### config.mk
export PLATFORM = sky130hd
export DESIGN_NAME = uart_mem_loader
export DESIGN_NICKNAME = d
export VERILOG_FILES = /design/src/rtl/uart_mem_loader.sv
export SDC_FILE = /design/constraint.sdc
export NUM_CORES = 1
export LEC_CHECK = 0
export CAP_MARGIN = 25
export CORE_ASPECT_RATIO = 1.4
export CORE_MARGIN = 5
export CORE_UTILIZATION = 40
export DETAILED_ROUTE_END_ITERATION = 6
export PLACE_DENSITY_LB_ADDON = 0.08
export SLEW_MARGIN = 20
export SYNTH_ARGS = -nofsm -noshare
export SYNTH_HDL_FRONTEND = slang
export SYNTH_SLANG_ARGS = --single-unit
### constraint.sdc
create_clock -name clk -period 6.5 [get_ports clk]
set_input_delay 1.3 -clock clk [delete_from_list [all_inputs] [get_ports clk]]
set_output_delay 1.3 -clock clk [all_outputs]
set_load 0.02 [all_outputs]
### src/rtl/uart_mem_loader.sv
// Boot loader: receives SYNC, LEN, data, SUM over 8N1 UART and writes data to memory from address 0.
// States: IDLE wait sync | GET_LEN length byte | DATA write bytes | GET_SUM checksum | DONE pulse done
module uart_mem_loader #(
  parameter int          CLKS_PER_BIT   = 234,
  parameter int          WORD_SIZE      = 8,
  parameter int          ADDRESS_SIZE   = 8,
  parameter int          TIMEOUT_CYCLES = 2700000,
  parameter logic [7:0]  SYNC_BYTE      = 8'hA5
) (
  input  logic                    clk,
  input  logic                    rst,
  input  logic                    uart_rx,
  output logic [ADDRESS_SIZE-1:0] mem_addr,
  output logic [WORD_SIZE-1:0]    mem_w_data,
  output logic                    mem_w_en,
  output logic                    cpu_hold,
  output logic                    done,
  output logic                    err
);
  localparam int BTW = $clog2(CLKS_PER_BIT + 1);
  localparam int TOW = $clog2(TIMEOUT_CYCLES + 1);
  localparam logic [BTW-1:0] FULL_LD = BTW'(CLKS_PER_BIT - 1);
  localparam logic [BTW-1:0] HALF_LD = BTW'(CLKS_PER_BIT / 2 - 1);
  localparam logic [TOW-1:0] TO_LD   = TOW'(TIMEOUT_CYCLES - 1);

  typedef enum logic [1:0] {RX_IDLE, RX_START, RX_DATA, RX_STOP} rx_state_t;
  typedef enum logic [2:0] {IDLE, GET_LEN, DATA, GET_SUM, DONE} ld_state_t;

  rx_state_t rx_state, rx_nxt;
  ld_state_t ld_state, ld_nxt;

  logic rx_s1, rx_s2, rx_d, fall;
  logic [BTW-1:0] bit_tmr;
  logic [2:0] bit_cnt;
  logic [WORD_SIZE-1:0] rx_byte;
  logic rx_valid, rx_ferr;
  logic load_half, load_full, shift, rx_good, rx_bad;

  logic [TOW-1:0] to_cnt;
  logic [WORD_SIZE-1:0] cnt, sum;
  logic [ADDRESS_SIZE-1:0] addr;
  logic accept_sync, take_len, take_data, finish_ok, fail, abort;

  assign fall = rx_d & ~rx_s2;

  always_comb begin
    rx_nxt    = rx_state;
    load_half = 1'b0;
    load_full = 1'b0;
    shift     = 1'b0;
    rx_good   = 1'b0;
    rx_bad    = 1'b0;
    case (rx_state)
      RX_IDLE:  if (fall) begin rx_nxt = RX_START; load_half = 1'b1; end
      RX_START: if (bit_tmr == '0) begin
                  if (rx_s2) rx_nxt = RX_IDLE;
                  else begin rx_nxt = RX_DATA; load_full = 1'b1; end
                end
      RX_DATA:  if (bit_tmr == '0) begin
                  shift     = 1'b1;
                  load_full = 1'b1;
                  if (bit_cnt == 3'd7) rx_nxt = RX_STOP;
                end
      RX_STOP:  if (bit_tmr == '0) begin
                  rx_nxt  = RX_IDLE;
                  rx_good = rx_s2;
                  rx_bad  = ~rx_s2;
                end
      default:  rx_nxt = RX_IDLE;
    endcase
  end

  always_ff @(posedge clk or posedge rst) begin
    if (rst) begin
      rx_s1    <= 1'b1;
      rx_s2    <= 1'b1;
      rx_d     <= 1'b1;
      rx_state <= RX_IDLE;
      bit_tmr  <= '0;
      bit_cnt  <= '0;
      rx_byte  <= '0;
      rx_valid <= 1'b0;
      rx_ferr  <= 1'b0;
    end else begin
      rx_s1    <= uart_rx;
      rx_s2    <= rx_s1;
      rx_d     <= rx_s2;
      rx_state <= rx_nxt;
      rx_valid <= rx_good;
      rx_ferr  <= rx_bad;
      if (load_half)            bit_tmr <= HALF_LD;
      else if (load_full)       bit_tmr <= FULL_LD;
      else if (bit_tmr != '0)   bit_tmr <= bit_tmr - 1'b1;
      if (rx_state == RX_IDLE)  bit_cnt <= '0;
      else if (shift)           bit_cnt <= bit_cnt + 1'b1;
      if (shift)                rx_byte <= {rx_s2, rx_byte[WORD_SIZE-1:1]};
    end
  end

  // Abort only while a frame is open; DONE is a single cleanup cycle.
  always_comb begin
    ld_nxt      = ld_state;
    accept_sync = 1'b0;
    take_len    = 1'b0;
    take_data   = 1'b0;
    finish_ok   = 1'b0;
    fail        = 1'b0;
    abort       = (ld_state inside {GET_LEN, DATA, GET_SUM}) && (rx_ferr || to_cnt == '0);
    if (abort) begin
      fail   = 1'b1;
      ld_nxt = IDLE;
    end else begin
      case (ld_state)
        IDLE:    if (rx_valid && rx_byte == SYNC_BYTE) begin
                   accept_sync = 1'b1;
                   ld_nxt      = GET_LEN;
                 end
        GET_LEN: if (rx_valid) begin
                   take_len = 1'b1;
                   ld_nxt   = (rx_byte == '0) ? GET_SUM : DATA;
                 end
        DATA:    if (rx_valid) begin
                   take_data = 1'b1;
                   if (cnt == WORD_SIZE'(1)) ld_nxt = GET_SUM;
                 end
        GET_SUM: if (rx_valid) begin
                   if (rx_byte == sum) begin finish_ok = 1'b1; ld_nxt = DONE; end
                   else begin fail = 1'b1; ld_nxt = IDLE; end
                 end
        DONE:    ld_nxt = IDLE;
        default: ld_nxt = IDLE;
      endcase
    end
  end

  always_ff @(posedge clk or posedge rst) begin
    if (rst) begin
      ld_state   <= IDLE;
      to_cnt     <= '0;
      cnt        <= '0;
      sum        <= '0;
      addr       <= '0;
      mem_addr   <= '0;
      mem_w_data <= '0;
      mem_w_en   <= 1'b0;
      cpu_hold   <= 1'b0;
      done       <= 1'b0;
      err        <= 1'b0;
    end else begin
      ld_state <= ld_nxt;
      mem_w_en <= 1'b0;
      done     <= 1'b0;
      if (fall || accept_sync)                    to_cnt <= TO_LD;
      else if (ld_state != IDLE && to_cnt != '0)  to_cnt <= to_cnt - 1'b1;
      if (accept_sync) begin
        cpu_hold <= 1'b1;
        err      <= 1'b0;
      end
      if (take_len) begin
        cnt  <= rx_byte;
        addr <= '0;
        sum  <= '0;
      end
      if (take_data) begin
        mem_w_en   <= (addr != '1);
        mem_addr   <= addr;
        mem_w_data <= rx_byte;
        sum        <= sum + rx_byte;
        addr       <= addr + 1'b1;
        cnt        <= cnt - 1'b1;
      end
      if (finish_ok) begin
        done     <= 1'b1;
        cpu_hold <= 1'b0;
      end
      if (fail) begin
        err      <= 1'b1;
        cpu_hold <= 1'b0;
      end
    end
  end
endmodule

* Word-level counts from Yosys, hierarchy flattened
Cells that the tools add are included.
** Word-level totals
- Flip-flop bits (word level) :: 95
- Input bits :: 3
- Output and inout port bits :: 20
- Word-level logic and storage cells :: 133
** Cells by class
- Add/sub/neg operators :: 6
- Equal/unequal tests :: 21
- Muxes and demuxes :: 62
- Bitwise gates (word level) :: 2
- Reduce and logical (&&, ||, !) cells :: 22
** Operators with widths (count)
- $mux W8 :: 8
- $mux W22 :: 2
- $mux W1 :: 34
- $mux W3 :: 9
- $logic_not A22 Y1 :: 1
- $reduce_bool A22 Y1 :: 1
- $sub A22 B1 Y22 const B :: 1
- $logic_not A8 Y1 :: 2
- $sub A8 B1 Y8 const B :: 2
- $mux W2 :: 6
- $ne A3 B3 Y1 const B :: 4
- $pmux W3 S4 :: 1
- $reduce_bool A3 Y1 :: 4
- $ne A2 B2 Y1 const B :: 5
- $reduce_and A5 Y1 :: 2
- $add A8 B1 Y8 const B :: 1
- $add A8 B8 Y8 :: 1
- $eq A8 B1 Y1 const B :: 1
- $eq A8 B8 Y1 :: 1
- $eq A8 B8 Y1 const B :: 1
- $ne A8 B8 Y1 const B :: 1
- $pmux W2 S4 :: 1
- $reduce_bool A2 Y1 :: 4
- $reduce_bool A8 Y1 :: 1
- other kinds (14) :: 19

* Longest topological paths before layout
Gate-level depths: netlist of the first run.
- Word-level depth :: 8
- Gate-level depth with buffers :: 9
- Gate-level depth less buffers :: 7

* Worst setup path before layout of the first run
OpenSTA, ideal clock, no wires.
- Path kind :: register -> register
- From :: reg to_cnt[0]
- To :: reg cnt[4]
- Arrival :: 2.230 ns
- Data required time :: 6.374 ns
- Setup slack :: 4.144 ns
- Stages on the path, launching flop included :: 8
- Buffers on the path :: 0
- Clock period less this slack :: 2.356 ns
- Cells stage by stage :: dfrtp_1 -> inv_1 -> ha_1 -> nor3b_1 -> nand4_1 -> o21ai_2 -> nor3_1 -> o32a_1
** On the way
- Word-level cells in the longest chain between the ends :: 5
- Elaborated cells between the ends (all ways) :: 7
- Those cells by class :: mux: 3; reduce/logical: 4
** Ends and longest elaborated chain
- start, declared :: RTL line 39 : logic [TOW-1:0] to_cnt;
- start signal, assigned :: RTL line 154 : else if (ld_state != IDLE && to_cnt != '0) to_cnt <= to_cnt - 1'b1;
- $logic_not A22 Y1 (*) :: RTL line 108 : abort = (ld_state inside {GET_LEN, DATA, GET_SUM}) && (rx_ferr || to_cnt == '0);
- $logic_or A1 B1 Y1 (*) :: RTL line 108
- $logic_and A1 B1 Y1 (*) :: RTL line 108
- $mux W1 :: RTL line 109 : if (abort) begin
- $mux W8 / $reduce_bool A2 Y1 (equally long branches)
- end signal, assigned :: RTL line 160 : cnt <= rx_byte;
- end signal, assigned :: RTL line 170 : cnt <= cnt - 1'b1;
- end, declared :: RTL line 40 : logic [WORD_SIZE-1:0] cnt, sum;
Every way passes the cells marked *; elsewhere a longest branch is shown, timed or not.
A chain may end at the register's enable or synchronous reset.

* Final worst setup path of the first run
- From :: reg to_cnt[0]
- To :: reg cnt[6]
The elaborated chain is that of the path after synthesis.

==> results of run 1 <==
-- routing by layer --
metal / global-route usage (%) / up-vias / share of wire [%]
met5: 0 / - / 0
met4: 4.781 / 0 / 1.4
met3: 2.849 / 11 / 2.9
met2: 27.01 / 52 / 51
met1: 19.58 / 1941 / 45
li1: - / 1911 / -
-- worst paths after layout --
path                               to  slack, ns  depth (start not counted)
max in group asynchronous     addr[1]       4.30                          4
hold / removal                  rx_s2       0.36                          0
min in group asynchronous  bit_tmr[2]       1.20                          2
hold reg to reg                 rx_s2       0.36                          0
setup / recovery               cnt[6]       3.50                          7
setup reg to reg               cnt[6]       3.50                          7
-- cells by family (layout without fill, tap and decap cells) --
family                   Yosys count  after routing  synth area share, %
buffers and inverters             36             61                3.230
flip-flops                        95             95                47.28
multiplexers                      13             13                2.783
AND/OR/NAND/NOR                  219            219                22.26
XOR/XNOR                          22             22                3.826
AO/OA/AOI/OAI                    110            110                15.50
adder cells (fa/ha/maj)           20             20                5.118
-- power by group --
part,total [mW],switching [mW],internal (mW),leakage (nW)
registers,0.648,0.0281,0.620,1.22
clock network,0.530,0.223,0.307,0.143
logic,0.156,0.0883,0.0676,1.14
-- area by class of cell --
cell class | count | area share, %
multi-input cells | 384 | 43.79
flip-flops and latches | 95 | 41.64
repair buffers | 27 | 4.923
clock buffers | 12 | 4.311
well taps | 150 | 3.282
inverters | 19 | 1.291
clock inverters | 3 | 0.7659
-- flip-flops by register name (all words and copies together), names as in the netlist, 3 cells and up, named ones only --
name	flops
ld_state	3
mem_w_data	8
rx_byte	8
addr	8
bit_cnt	3
bit_tmr	8
sum	8
to_cnt	22
cnt	8
mem_addr	8
-- per-stage QoR --
stage	setup WS, ns	std cells	util (%)	hold WS [ns]
after floorplan	2.728	515	-	0.3452
after global placement	3.351	673	43.50	0.3478
after detailed placement	3.195	674	43.72	0.3475
after CTS	3.189	689	46.07	0.3568
after global routing	3.152	690	46.22	0.3659
final	3.502	690	46.22	0.3563
-- Yosys cell counts (all sizes together) (7+ instances only) --
| library cell | n | share of area [%] |
|---|---|---|
| nand3 | 15 | 1.5 |
| mux2 | 8 | 1.8 |
| clkbuf | 9 | 0.67 |
| or3 | 11 | 1.5 |
| nor2 | 32 | 2.4 |
| inv | 19 | 1.4 |
| nor4 | 10 | 1.7 |
| ha | 19 | 4.7 |
| nand2 | 86 | 6.4 |
| o21ai | 29 | 3.0 |
| xnor2 | 12 | 2.1 |
| a21oi | 21 | 2.1 |
| or4 | 11 | 1.7 |
| xor2 | 10 | 1.7 |
| dfrtp | 92 | 46 |
| nand4 | 7 | 0.87 |
| buf | 8 | 1.1 |
| nor3 | 16 | 1.8 |
| o211ai | 11 | 1.9 |
==> summary.txt, run 1 <==
Status: finished, final reports clean
Async SR Flop Fraction: 100.0%
Layout cell share with drive strength beyond 1: 8.519%
Final WL: 11220 um
Vias in the first global route: 3912
Clk Latency, worst-skew pair: 0.34 ns
Sum Neg Setup Slack: 0 ns
Antenna violations before repair: 0
Clock skew: 0.008932 ns
CP max stage cell: o21ai_4
Final Cycle Share: 46.13%
Max frequency: 333.5 MHz
Post-synthesis register bit count: 95
Commonest non-fill, non-tap cell in the layout: dfrtp_1
Total track usage: 15.52%
CTS clk-pin slew, worst paths: 0.07 ns
Largest net degree at the start of global routing: 50
Dpl hpwl: 7931 um
Via count: 3915
Post-synth EDFFs: 0
Crit path time final: 2.998 ns
Critical path class: flop to flop
Endpoint kind of the worst setup timing path: flop
Distinct cell type count after synthesis: 70
Total power: 1.334 mW
N_diodes: 0
CP Launch Type: flop
Total grt overflow: 0
Most frequent cells in the layout: dfrtp_1 (92), nand2_1 (86), nor2_1 (32)
Global-route wire length before repair: 19120 um
Fill count: 1193
Max Buffers Root-to-Sink: 2
Core Area: 12370 um2
Pre-Repair DR Iteration Count: 4
Area grow syn2layout: 13.54%
Die area: 14970 um2
CP top delay family: simple AND/OR/NAND/NOR gates
Register area share after synthesis: 47.28%
Mapped Cells: 515
Root buf cell: clkbuf_16
Number of max-cap violations: 0
CTS H-tree depth: 3
Final nets: 559
# IOs: 23
Crit Path Max Fanout: 25
Total of warnings raised by yosys: 0
Die H: 142.8 um
Post-CTS Resized: 0
Final hold vios: 0
Pwr dens: 233.2 nW/um2
Multi-input combinational cell area: 2504 um2
Type of the tightest min-delay check: flop to flop
Syn_area_per_cell: 9.779 um2
Worst-margin pin slew: 0.7846 ns
Die X: 104.8 um
Worst Path Buf+Inv: 1
Crit-path max cell delay: 0.72 ns
Worst-path cell chain: inv_1 -> ha_1 -> nor3b_1 -> nand4_1 -> o21ai_4 -> o21ai_0 -> o2bb2ai_1
Final Max Slew Viols: 0
Max transition margin: 47.38%
Avg WL per Cell: 16.26 um
Storage element area: 2381 um2
Placed Area: 5409 um2
Crit path DAT: 3.22 ns
Initial core utilization: 40.71%
Post-synth net total: 538
Worst setup path startpoint: to_cnt[0]
# setup viols final: 0
Antenna Nets Post-Route: 0
Vias per inst: 5.674
CTS Sinks: 95
R2r startpoint: to_cnt[0]
Gpl congestion: 0.8051
RSZ-0062 raised after global routing: false
Design Area, Final: 5718 um2
Worst min-delay path startpoint: rx_s1
Synth Cell Area: 5036 um2
Cts bufs inserted: 9
Most used DFF post-synth: dfrtp_1
Number of port buffers: 22
Setup Buffers After CTS: 0
Static Leak: 2.505 nW
Residual DRC: 0
DR iter-0 viols: 102
Num rows: 48
CP Data Required Time: 6.72 ns
Clock tree from TritonCTS: yes
Hold Buf Count CTS: 0
Maximum VDD drop: 0.1519 mV
(Power assumes the default switching activity.)
==> run 2: changes to the inputs <==
clock period = 2.77 ns   (was 6.5 ns; I/O delays follow)
==> summary.txt, run 2 (synthesized netlist as in run 1, its figures left out) <==
DRT met1 WL: 5178 um
Global-route wire length before repair: 19300 um
Max transition margin: 41.91%
# IOs: 23
Die X: 104.8 um
Met2 WL: 5475 um
Root buf cell: clkbuf_16
Endpoint kind of the worst setup timing path: flop
Area grow syn2layout: 15.25%
Clk Latency, worst-skew pair: 0.34 ns
Vias in the first global route: 3844
Maximum VDD drop: 0.3351 mV
Crit Path Max Fanout: 17
Post-CTS Resized: 0
CTS clk-pin slew, worst paths: 0.06 ns
Layout cell share with drive strength beyond 1: 10.69%
Initial core utilization: 40.71%
Worst Path Buf+Inv: 1
Largest net degree at the start of global routing: 96
Setup Buffers After CTS: 0
Worst-path cell chain: or4_4 -> or3_4 -> o211ai_2 -> buf_12 -> nor3_1 -> o32ai_2
Core Area: 12370 um2
Number of flip-flops in the largest register: 22
P_int: 2.336 mW
Type of the tightest min-delay check: flop to flop
Sum Neg Setup Slack: 0 ns
Net switching power: 0.7986 mW
Design Area, Final: 5804 um2
Residual DRC: 0
CP top delay family: simple AND/OR/NAND/NOR gates
# setup viols final: 0
Gpl congestion: 0.8160
Antenna violations before repair: 0
Clock skew: 0.007715 ns
Vias per inst: 5.533
Crit-path max cell delay: 0.66 ns
Die area: 14970 um2
Combinational share of power: 11.4%
Seq pwr share: 48.4%
Commonest non-fill, non-tap cell in the layout: dfrtp_1
Crit path time final: 2.496 ns
Number of max-cap violations: 0
DR top layer: met4
Total grt overflow: 0
Cts bufs inserted: 9
Max Buffers Root-to-Sink: 2
Final Max Slew Viols: 0
Most frequent cells in the layout: dfrtp_1 (92), nand2_1 (86), nor2_1 (32)
DR iter-0 viols: 106
Hold Buf Count CTS: 0
Avg WL per Cell: 15.94 um
Net Sw Frac: 25.47%
Clock tree from TritonCTS: yes
Pwr dens: 540.1 nW/um2
Total track usage: 15.70%
Pre-Repair DR Iteration Count: 6
Number of port buffers: 22
Final nets: 570
Final Cycle Share: 90.12%
RSZ-0062 raised after global routing: false
Antenna Nets Post-Route: 0
Fin cells: 702
Reg2reg setup slack: 0.27 ns
Max frequency: 400.6 MHz
Final WL: 11190 um
Placed insts: 686
Num rows: 48
Worst-margin pin slew: 0.8663 ns
Hold WS: 0.3552 ns
Crit path DAT: 2.74 ns
Critical path class: flop to flop
CTS Sinks: 95
Dpl hpwl: 7883 um
Die H: 142.8 um
Top reg by flops: to_cnt
Placed Area: 5505 um2
CP Launch Type: flop
Static Leak: 2.558 nW
DR WL met3: 274 um
N_diodes: 0
Via count: 3884
CP Data Required Time: 3.02 ns
Clock power share: 40.2%
Status: finished, final reports clean
CTS H-tree depth: 3
Final hold vios: 0
CP max stage cell: or4_4
## run 2: cell type report
| class | instances | area [um2] |
|---|---|---|
| flip-flops and latches | 95 | 2381 |
| inverters | 19 | 75.07 |
| fillers | 1180 | 6568 |
| multi-input cells | 384 | 2496 |
| clock inverters | 5 | 56.30 |
| repair buffers | 38 | 365.4 |
| clock buffers | 11 | 242.7 |
| well taps | 150 | 187.7 |
## run 2: power by group through the flow
stage,clock network (mW),logic (mW),registers [mW]
floorplan,0,0.290,1.53
global placement,0,0.358,1.54
detailed placement,0,0.363,1.54
CTS,1.30,0.366,1.52
global route,1.35,0.413,1.53
finish,1.26,0.358,1.52
## run 2: per-layer routing
layer	vias to the layer above	global-route usage, %
met5	-	0
met4	0	5.522
met3	19	2.759
met2	56	26.11
met1	1869	20.64
li1	1940	-
## run 2: final timing paths
| path | startpoint | to | depth (start not counted) |
|---|---|---|---|
| hold / removal | rx_s1 | rx_s2 | 0 |
| hold reg to reg | rx_s1 | rx_s2 | 0 |
| min in group asynchronous | rst | mem_addr[3] | 3 |
| setup reg to reg | to_cnt[4] | cnt[5] | 6 |
| max in group asynchronous | rst | rx_s1 | 3 |
| setup / recovery | to_cnt[4] | cnt[5] | 6 |
## run 2: stage by stage
step	total power, mW	setup slack (ns)	util, %
after CTS	3.184	0.2533	46.92
after detailed placement	1.907	0.2739	44.50
after global placement	1.899	0.3526	44.50
final	3.135	0.2737	46.92
after global routing	3.287	0.1358	46.92
after floorplan	1.817	0.4142	-
